[config.mk]
export PLATFORM = sky130hd
export DESIGN_NAME = decode_pipe
export DESIGN_NICKNAME = d
export VERILOG_FILES = /design/src/rtl/decode_pkg.sv /design/src/rtl/decode_pipe_regfile.sv /design/src/rtl/decode_pipe.sv
export SDC_FILE = /design/constraint.sdc
export NUM_CORES = 2
export LEC_CHECK = 0
export ABC_AREA = 1
export BUFFER_PORTS_ARGS = -buffer_cell sky130_fd_sc_hd__buf_2
export CORE_UTILIZATION = 45
export CTS_CLUSTER_DIAMETER = 120
export DETAILED_ROUTE_END_ITERATION = 10
export PLACE_DENSITY_LB_ADDON = 0.1
export SYNTH_ARGS = -nofsm -noshare
export SYNTH_HDL_FRONTEND = slang
export SYNTH_SLANG_ARGS = --single-unit
[constraint.sdc]
create_clock -name clk -period 37.7 [get_ports clk]
set_input_delay 3.77 -clock clk [delete_from_list [all_inputs] [get_ports clk]]
set_output_delay 3.77 -clock clk [all_outputs]
set_load 0.02 [all_outputs]
[src/rtl/decode_pkg.sv]
// decode_pkg: shared definitions for the pipelined decode stage.
//   - opcode encodings
//   - instruction field bit positions
//   - per-opcode decode helpers: imm_gen, reads_a, reads_b, b_is_rt, writes_rd
package decode_pkg;

  localparam logic [5:0] OP_RTYPE = 6'b100000;
  localparam logic [5:0] OP_LI    = 6'b111000;
  localparam logic [5:0] OP_LUI   = 6'b111001;
  localparam logic [5:0] OP_ADDI  = 6'b110000;
  localparam logic [5:0] OP_ANDI  = 6'b110010;
  localparam logic [5:0] OP_ORI   = 6'b110011;
  localparam logic [5:0] OP_B     = 6'b111111;
  localparam logic [5:0] OP_BEQ   = 6'b000000;
  localparam logic [5:0] OP_BNE   = 6'b000001;
  localparam logic [5:0] OP_LB    = 6'b000011;
  localparam logic [5:0] OP_SB    = 6'b000111;
  localparam logic [5:0] OP_LW    = 6'b001111;
  localparam logic [5:0] OP_SW    = 6'b011111;

  // Field LSB positions within the 32-bit instruction word.
  localparam int OPC_LSB = 26;
  localparam int RS_LSB  = 21;
  localparam int RD_LSB  = 16;
  localparam int RT_LSB  = 11;
  localparam int IMM_LSB = 0;

  // imm_gen works at this width and then masks down to the caller's width,
  // so one function serves any DATA_W up to this bound.
  localparam int IMM_MAX_W = 128;

  function automatic logic [IMM_MAX_W-1:0] imm_gen(input logic [5:0]  opcode,
                                                   input logic [15:0] imm,
                                                   input int          data_w);
    logic [IMM_MAX_W-1:0] sext;
    logic [IMM_MAX_W-1:0] zext;
    logic [IMM_MAX_W-1:0] res;
    sext = {{(IMM_MAX_W-16){imm[15]}}, imm};
    zext = {{(IMM_MAX_W-16){1'b0}}, imm};
    case (opcode)
      OP_LUI:               res = zext << 16;
      OP_ANDI, OP_ORI:      res = zext;
      OP_B, OP_BEQ, OP_BNE: res = sext << 2;
      default:              res = sext;
    endcase
    for (int i = 0; i < IMM_MAX_W; i++) begin
      if (i >= data_w) res[i] = 1'b0;
    end
    return res;
  endfunction

  function automatic logic is_known(input logic [5:0] opcode);
    case (opcode)
      OP_RTYPE, OP_LI, OP_LUI, OP_ADDI, OP_ANDI, OP_ORI, OP_B,
      OP_BEQ, OP_BNE, OP_LB, OP_SB, OP_LW, OP_SW: return 1'b1;
      default:                                    return 1'b0;
    endcase
  endfunction

  // Unknown opcodes are NOPs, so they read nothing.
  function automatic logic reads_a(input logic [5:0] opcode);
    return is_known(opcode) && (opcode != OP_LI) && (opcode != OP_LUI) && (opcode != OP_B);
  endfunction

  function automatic logic reads_b(input logic [5:0] opcode);
    case (opcode)
      OP_RTYPE, OP_BEQ, OP_BNE, OP_SB, OP_SW: return 1'b1;
      default:                                return 1'b0;
    endcase
  endfunction

  // Port B address: rt for R-type, rd for branches and stores.
  function automatic logic b_is_rt(input logic [5:0] opcode);
    return opcode == OP_RTYPE;
  endfunction

  function automatic logic writes_rd(input logic [5:0] opcode);
    case (opcode)
      OP_RTYPE, OP_LI, OP_LUI, OP_ADDI, OP_ANDI, OP_ORI, OP_LB, OP_LW: return 1'b1;
      default:                                                         return 1'b0;
    endcase
  endfunction

endpackage

[src/rtl/decode_pipe_regfile.sv]
// regfile: NREGS x DATA_W register file.
//   clk, reset           : clock, asynchronous active-high reset (clears all regs)
//   we, waddr, wdata     : write port, takes effect at the rising edge
//   raddr_a / rdata_a    : combinational read port A
//   raddr_b / rdata_b    : combinational read port B
// r0 always reads 0 and ignores writes. A read of the address being written
// this cycle returns wdata (write-back bypass).
module regfile #(
  parameter  int DATA_W = 32,
  parameter  int NREGS  = 32,
  localparam int RW     = $clog2(NREGS)
) (
  input  logic              clk,
  input  logic              reset,
  input  logic              we,
  input  logic [RW-1:0]     waddr,
  input  logic [DATA_W-1:0] wdata,
  input  logic [RW-1:0]     raddr_a,
  output logic [DATA_W-1:0] rdata_a,
  input  logic [RW-1:0]     raddr_b,
  output logic [DATA_W-1:0] rdata_b
);

  logic [DATA_W-1:0] mem_reg [NREGS];

  always_ff @(posedge clk or posedge reset) begin
    if (reset) begin
      for (int i = 0; i < NREGS; i++) mem_reg[i] <= '0;
    end else if (we && (waddr != '0)) begin
      mem_reg[waddr] <= wdata;
    end
  end

  always_comb begin
    rdata_a = '0;
    if (raddr_a != '0) rdata_a = (we && (waddr == raddr_a)) ? wdata : mem_reg[raddr_a];
  end

  always_comb begin
    rdata_b = '0;
    if (raddr_b != '0) rdata_b = (we && (waddr == raddr_b)) ? wdata : mem_reg[raddr_b];
  end

endmodule

[src/rtl/decode_pipe.sv]
// decode_pipe: pipelined decode stage between fetch and execute.
//   clk, reset              : clock, asynchronous active-high reset
//   in_valid/in_ready/instr : instruction handshake from fetch
//   wb_en/wb_addr/wb_sel    : register write-back (wb_sel 1 = mem_out, 0 = alu_out)
//   alu_out, mem_out        : write-back data sources
//   flush                   : kill the instruction held in ID/EX
//   out_valid/out_ready     : ID/EX handshake to execute
//   out_opcode/out_rd/out_wr/out_immed/out_rfa/out_rfb : decoded operands
// A busy bit per register tracks in-flight destinations; issue stalls on
// RAW/WAW against busy registers unless that register is being written back
// in the same cycle, in which case the bypassed value is captured.
module decode_pipe
  import decode_pkg::*;
#(
  parameter  int DATA_W = 32,
  parameter  int NREGS  = 32,
  localparam int RW     = $clog2(NREGS)
) (
  input  logic              clk,
  input  logic              reset,
  input  logic              in_valid,
  output logic              in_ready,
  input  logic [31:0]       instr,
  input  logic              wb_en,
  input  logic [RW-1:0]     wb_addr,
  input  logic              wb_sel,
  input  logic [DATA_W-1:0] alu_out,
  input  logic [DATA_W-1:0] mem_out,
  input  logic              flush,
  output logic              out_valid,
  input  logic              out_ready,
  output logic [5:0]        out_opcode,
  output logic [RW-1:0]     out_rd,
  output logic              out_wr,
  output logic [DATA_W-1:0] out_immed,
  output logic [DATA_W-1:0] out_rfa,
  output logic [DATA_W-1:0] out_rfb
);

  logic [5:0]        opcode;
  logic [RW-1:0]     rs, rd, rt;
  logic [15:0]       imm;
  logic              dec_reads_a, dec_reads_b, dec_b_is_rt, dec_writes;
  logic [RW-1:0]     ra_addr, rb_addr;
  logic [DATA_W-1:0] wb_data, rfa_data, rfb_data, imm_ext;
  logic [NREGS-1:0]  busy_reg, busy_next, pending;
  logic              hazard, issue;

  assign opcode = instr[OPC_LSB +: 6];
  assign rs     = instr[RS_LSB +: RW];
  assign rd     = instr[RD_LSB +: RW];
  assign rt     = instr[RT_LSB +: RW];
  assign imm    = instr[IMM_LSB +: 16];

  assign dec_reads_a = reads_a(opcode);
  assign dec_reads_b = reads_b(opcode);
  assign dec_b_is_rt = b_is_rt(opcode);
  assign dec_writes  = writes_rd(opcode);
  assign imm_ext     = DATA_W'(imm_gen(opcode, imm, DATA_W));

  // Ports that read nothing are pointed at r0, which yields 0.
  assign ra_addr = dec_reads_a ? rs : '0;
  assign rb_addr = dec_reads_b ? (dec_b_is_rt ? rt : rd) : '0;

  assign wb_data = wb_sel ? mem_out : alu_out;

  regfile #(
    .DATA_W (DATA_W),
    .NREGS  (NREGS)
  ) u_regfile (
    .clk     (clk),
    .reset   (reset),
    .we      (wb_en),
    .waddr   (wb_addr),
    .wdata   (wb_data),
    .raddr_a (ra_addr),
    .rdata_a (rfa_data),
    .raddr_b (rb_addr),
    .rdata_b (rfb_data)
  );

  // pending: busy and not retiring this cycle, i.e. a real hazard source.
  // busy_next: set on issue beats clear from write-back or flush.
  for (genvar gi = 0; gi < NREGS; gi++) begin : g_busy
    assign pending[gi] = busy_reg[gi] && !(wb_en && (wb_addr == RW'(gi)));
    if (gi == 0) begin : g_r0
      assign busy_next[gi] = 1'b0;
    end else begin : g_rn
      logic set_hit, clr_hit;
      assign set_hit = issue && dec_writes && (rd == RW'(gi));
      assign clr_hit = (wb_en && (wb_addr == RW'(gi))) ||
                       (flush && out_valid && out_wr && (out_rd == RW'(gi)));
      assign busy_next[gi] = set_hit || (busy_reg[gi] && !clr_hit);
    end
  end

  assign hazard = (dec_reads_a && pending[ra_addr]) ||
                  (dec_reads_b && pending[rb_addr]) ||
                  (dec_writes  && pending[rd]);

  assign in_ready = !hazard && (!out_valid || out_ready) && !flush;
  assign issue    = in_valid && in_ready;

  always_ff @(posedge clk or posedge reset) begin
    if (reset) busy_reg <= '0;
    else       busy_reg <= busy_next;
  end

  // ID/EX register. Issue is impossible while the held entry is stalled,
  // so the payload only changes when it is free or being consumed.
  always_ff @(posedge clk or posedge reset) begin
    if (reset) begin
      out_valid  <= 1'b0;
      out_opcode <= '0;
      out_rd     <= '0;
      out_wr     <= 1'b0;
      out_immed  <= '0;
      out_rfa    <= '0;
      out_rfb    <= '0;
    end else if (flush) begin
      out_valid <= 1'b0;
    end else if (issue) begin
      out_valid  <= 1'b1;
      out_opcode <= opcode;
      out_rd     <= rd;
      out_wr     <= dec_writes;
      out_immed  <= imm_ext;
      out_rfa    <= rfa_data;
      out_rfb    <= rfb_data;
    end else if (out_ready) begin
      out_valid <= 1'b0;
    end
  end

endmodule

==> out/results.ini <==
[outcome]
status = finished, final reports clean

[logic_synthesis]
synthArstFlopShare = 1.00
synth-simple-area-share = 0.257
yosysMostFrequentCell = nand2_1
synthTopCellsByCount = nand2_1 (2910), o21ai_0 (1480), dfrtp_1 (1164)
ys_seq_area_frac = 0.446
synthFlopType = dfrtp_1
synth_seq_cells = 1164
yosys.area.top_type = dfrtp_1
syn-num-nets = 9409
synth_xor_area_frac = 0.000403
postSynthAreaPerCell_um2 = 7.02
synth_area_leaders = dfrtp_1 (45%), nand2_1 (17%), o21ai_0 (11%)
yosysWarningCount = 0
synth_fa_ha_area_frac = 0
synth_top_family_by_area = simple AND/OR/NAND/NOR gates
synth_area_um2 = 65300
synth-compound-area-share = 0.202
yosysTopAreaCellShare = 0.446
muxShareOfSynthArea = 0
synth_edf_count = 0
synthDistinctLibCells = 39
synth_cells = 9301

[worst_setup_path]
cp_max_fo = 23
critPathCapture = in_ready
worstPathRequired_ns = 33.93
arrival_ns = 7.74
path_delay_family = buffers and inverters
cpMostUsedCell = nand2_1
reg2reg_depth = 12
reg2reg_slack_ns = 34.31
regToRegEndpoint = out_rfb[8]
crit_buf_inv = 7
crit_start = instr[31]
worst_setup_path_end_kind = output port
r2r_start = busy_reg[1]
worstSetupPathType = in2out
worstPathCellList = buf_2, nor2_1, nand3_1, nand2_1, inv_1, nand2_2, buf_4, nand2_1, buf_4, inv_2, buf_4, nor2_4, a21boi_1, nor2_1, nand2_1, nand2_1, nor2_4, buf_2
cp_slowest_cell = nor2_4
setup.worst_path.start_class = primary input
critPathMaxStageDelay_ns = 0.70
worst-path-stages = 18

[drt]
first_pass_iters = 8
viasPerCell = 5.95
drc = 0
drt-total-wl_um = 282000
post_drt_wl_per_cell_um = 25.5
drt-initial-drc-count = 8733
vias = 65800
postRouteAntennaNets = 0

[layout]
multiInputGateArea_um2 = 30300
finalNetCount = 9134
fill_cells = 14400
largest_reg_flops = 1024
seq_area_um2 = 29100
area_delta_synth_final_pct = 10.1
drive_gt1_frac = 0.0758

[clocking]
cts_tree = yes
cts_sinks = 1164
clock_latency_ns = 0.79
clockRootBuffer = clkbuf_16
post_cts_buffers = 0
numCtsBuffers = 140
path_clk_slew_ns = 0.05
cts_resized = 0
clockBufferDepth = 3
h-tree-depth = 4
cts_hold_buf = 0

[power]
ir_worst_vdd_uv = 53.5
intPower_mw = 2.67
comb_power_share = 0.222
cellPowerDensity_nw_per_um2 = 55.8
switchingPower_mw = 1.34
seqPwrFrac = 0.421
swShare = 0.335
p_leak_nw = 33.8
pwr-share-clk = 0.357

[job]
maxCapViolCount = 0

[sta]
fin_crit_sh = 0.305
setup_viol = 0
drv_slew = 0
max_slew_margin = 0.183
finalHoldViolCount = 0
clock_skew_ns = 0.0220
timing.fmax_mhz = 86.9
fin_ws_ns = 26.19
tns_ns = 0
rsz0062_at_grt = false
fin_crit_ns = 11.51
tightest_slew_ns = 1.23

[floorplanning]
start_util = 0.454
dieHeight_um = 383
ios = 218
coreArea_um2 = 144000
rows = 139
die-area_um2 = 147000
die_x_um = 383

[global_route]
grt_pass1_wl_um = 414000
grt_max_degree = 195
antenna_found_initial = 10
grt_usage = 0.380
grt_pass1_vias = 61500
overflow = 0

[placed_design]
portBuffers = 217
dp.final_hpwl_um = 162000
place.gp.congestion = 0.955
dpl_worst_slack_ns = 26.37

[worst_hold_path]
min_path_type = reg2reg

## worst min-delay path by stage
stage                            startpoint                      end  slack [ns]  cells past startpoint
floorplan           u_regfile.mem_reg[1022]  u_regfile.mem_reg[1022]        0.43                      1
global placement    u_regfile.mem_reg[1022]  u_regfile.mem_reg[1022]        0.37                      0
detailed placement  u_regfile.mem_reg[1022]  u_regfile.mem_reg[1022]        0.38                      0
CTS                 u_regfile.mem_reg[1022]  u_regfile.mem_reg[1022]        0.39                      0
global route        u_regfile.mem_reg[1009]  u_regfile.mem_reg[1009]        0.41                      0
finish              u_regfile.mem_reg[1013]  u_regfile.mem_reg[1013]        0.40                      0
## final cells by class
class | count | area share
Timing Repair Buffer | 377 | 0.0328
Clock inverter | 50 | 0.00832
Antenna cell | 6 | 0.000209
Clock buffer | 204 | 0.0586
Multi-Input combinational cell | 6591 | 0.422
Tap cell | 1903 | 0.0331
Sequential cell | 1164 | 0.405
Inverter | 752 | 0.0399
## power groups by stage
| stage | logic [mW] | registers (mW) | clock network (mW) |
|---|---|---|---|
| 2_1_floorplan | 0.583 | 1.70 | 0 |
| 3_3_place_gp | 0.859 | 1.70 | 0 |
| 3_5_place_dp | 0.871 | 1.70 | 0 |
| 4_1_cts | 0.876 | 1.68 | 1.44 |
| 5_1_grt | 0.996 | 1.72 | 1.49 |
| 6_report | 0.889 | 1.69 | 1.43 |
## routing by layer
layer  GRT usage  up-vias  part of all wire
met5           0        -           0.00015
met4       0.226        6             0.066
met3      0.0632      737             0.096
met2       0.564     3710              0.43
met1       0.520    31500              0.41
li1            -    29800                 -
## per-stage QoR
| stage | total power, mW | instance area [um^2] | hold slack, ns | utilization | cells |
|---|---|---|---|---|---|
| 2_1_floorplan | 2.28 | 65300 | 0.429 | - | 9301 |
| 5_1_grt | 4.21 | 71800 | 0.411 | 0.500 | 11000 |
| 4_1_cts | 4.00 | 71800 | 0.389 | 0.499 | 11000 |
| 6_report | 4.01 | 71900 | 0.398 | 0.500 | 11000 |
| 3_5_place_dp | 2.57 | 67000 | 0.376 | 0.466 | 10800 |
| 3_3_place_gp | 2.56 | 67000 | 0.370 | 0.466 | 10800 |
## cells by family after synthesis
kind of cell	after synthesis
XOR/XNOR	3
AND/OR/NAND/NOR	4143
flip-flops	1164
buffers and inverters	1546
AO/OA/AOI/OAI	2445
## layout by cell type (no fill, tap or decap), drive strengths merged, types with 39 or more instances in the layout
cell    instances
nor2          396
nand3         777
nand2        2915
buf           377
clkinv         39
o211ai        343
clkbuf        204
o21ai        1532
a21oi         526
inv           747
dfrtp        1164
Power figures use the tool's default switching activity.
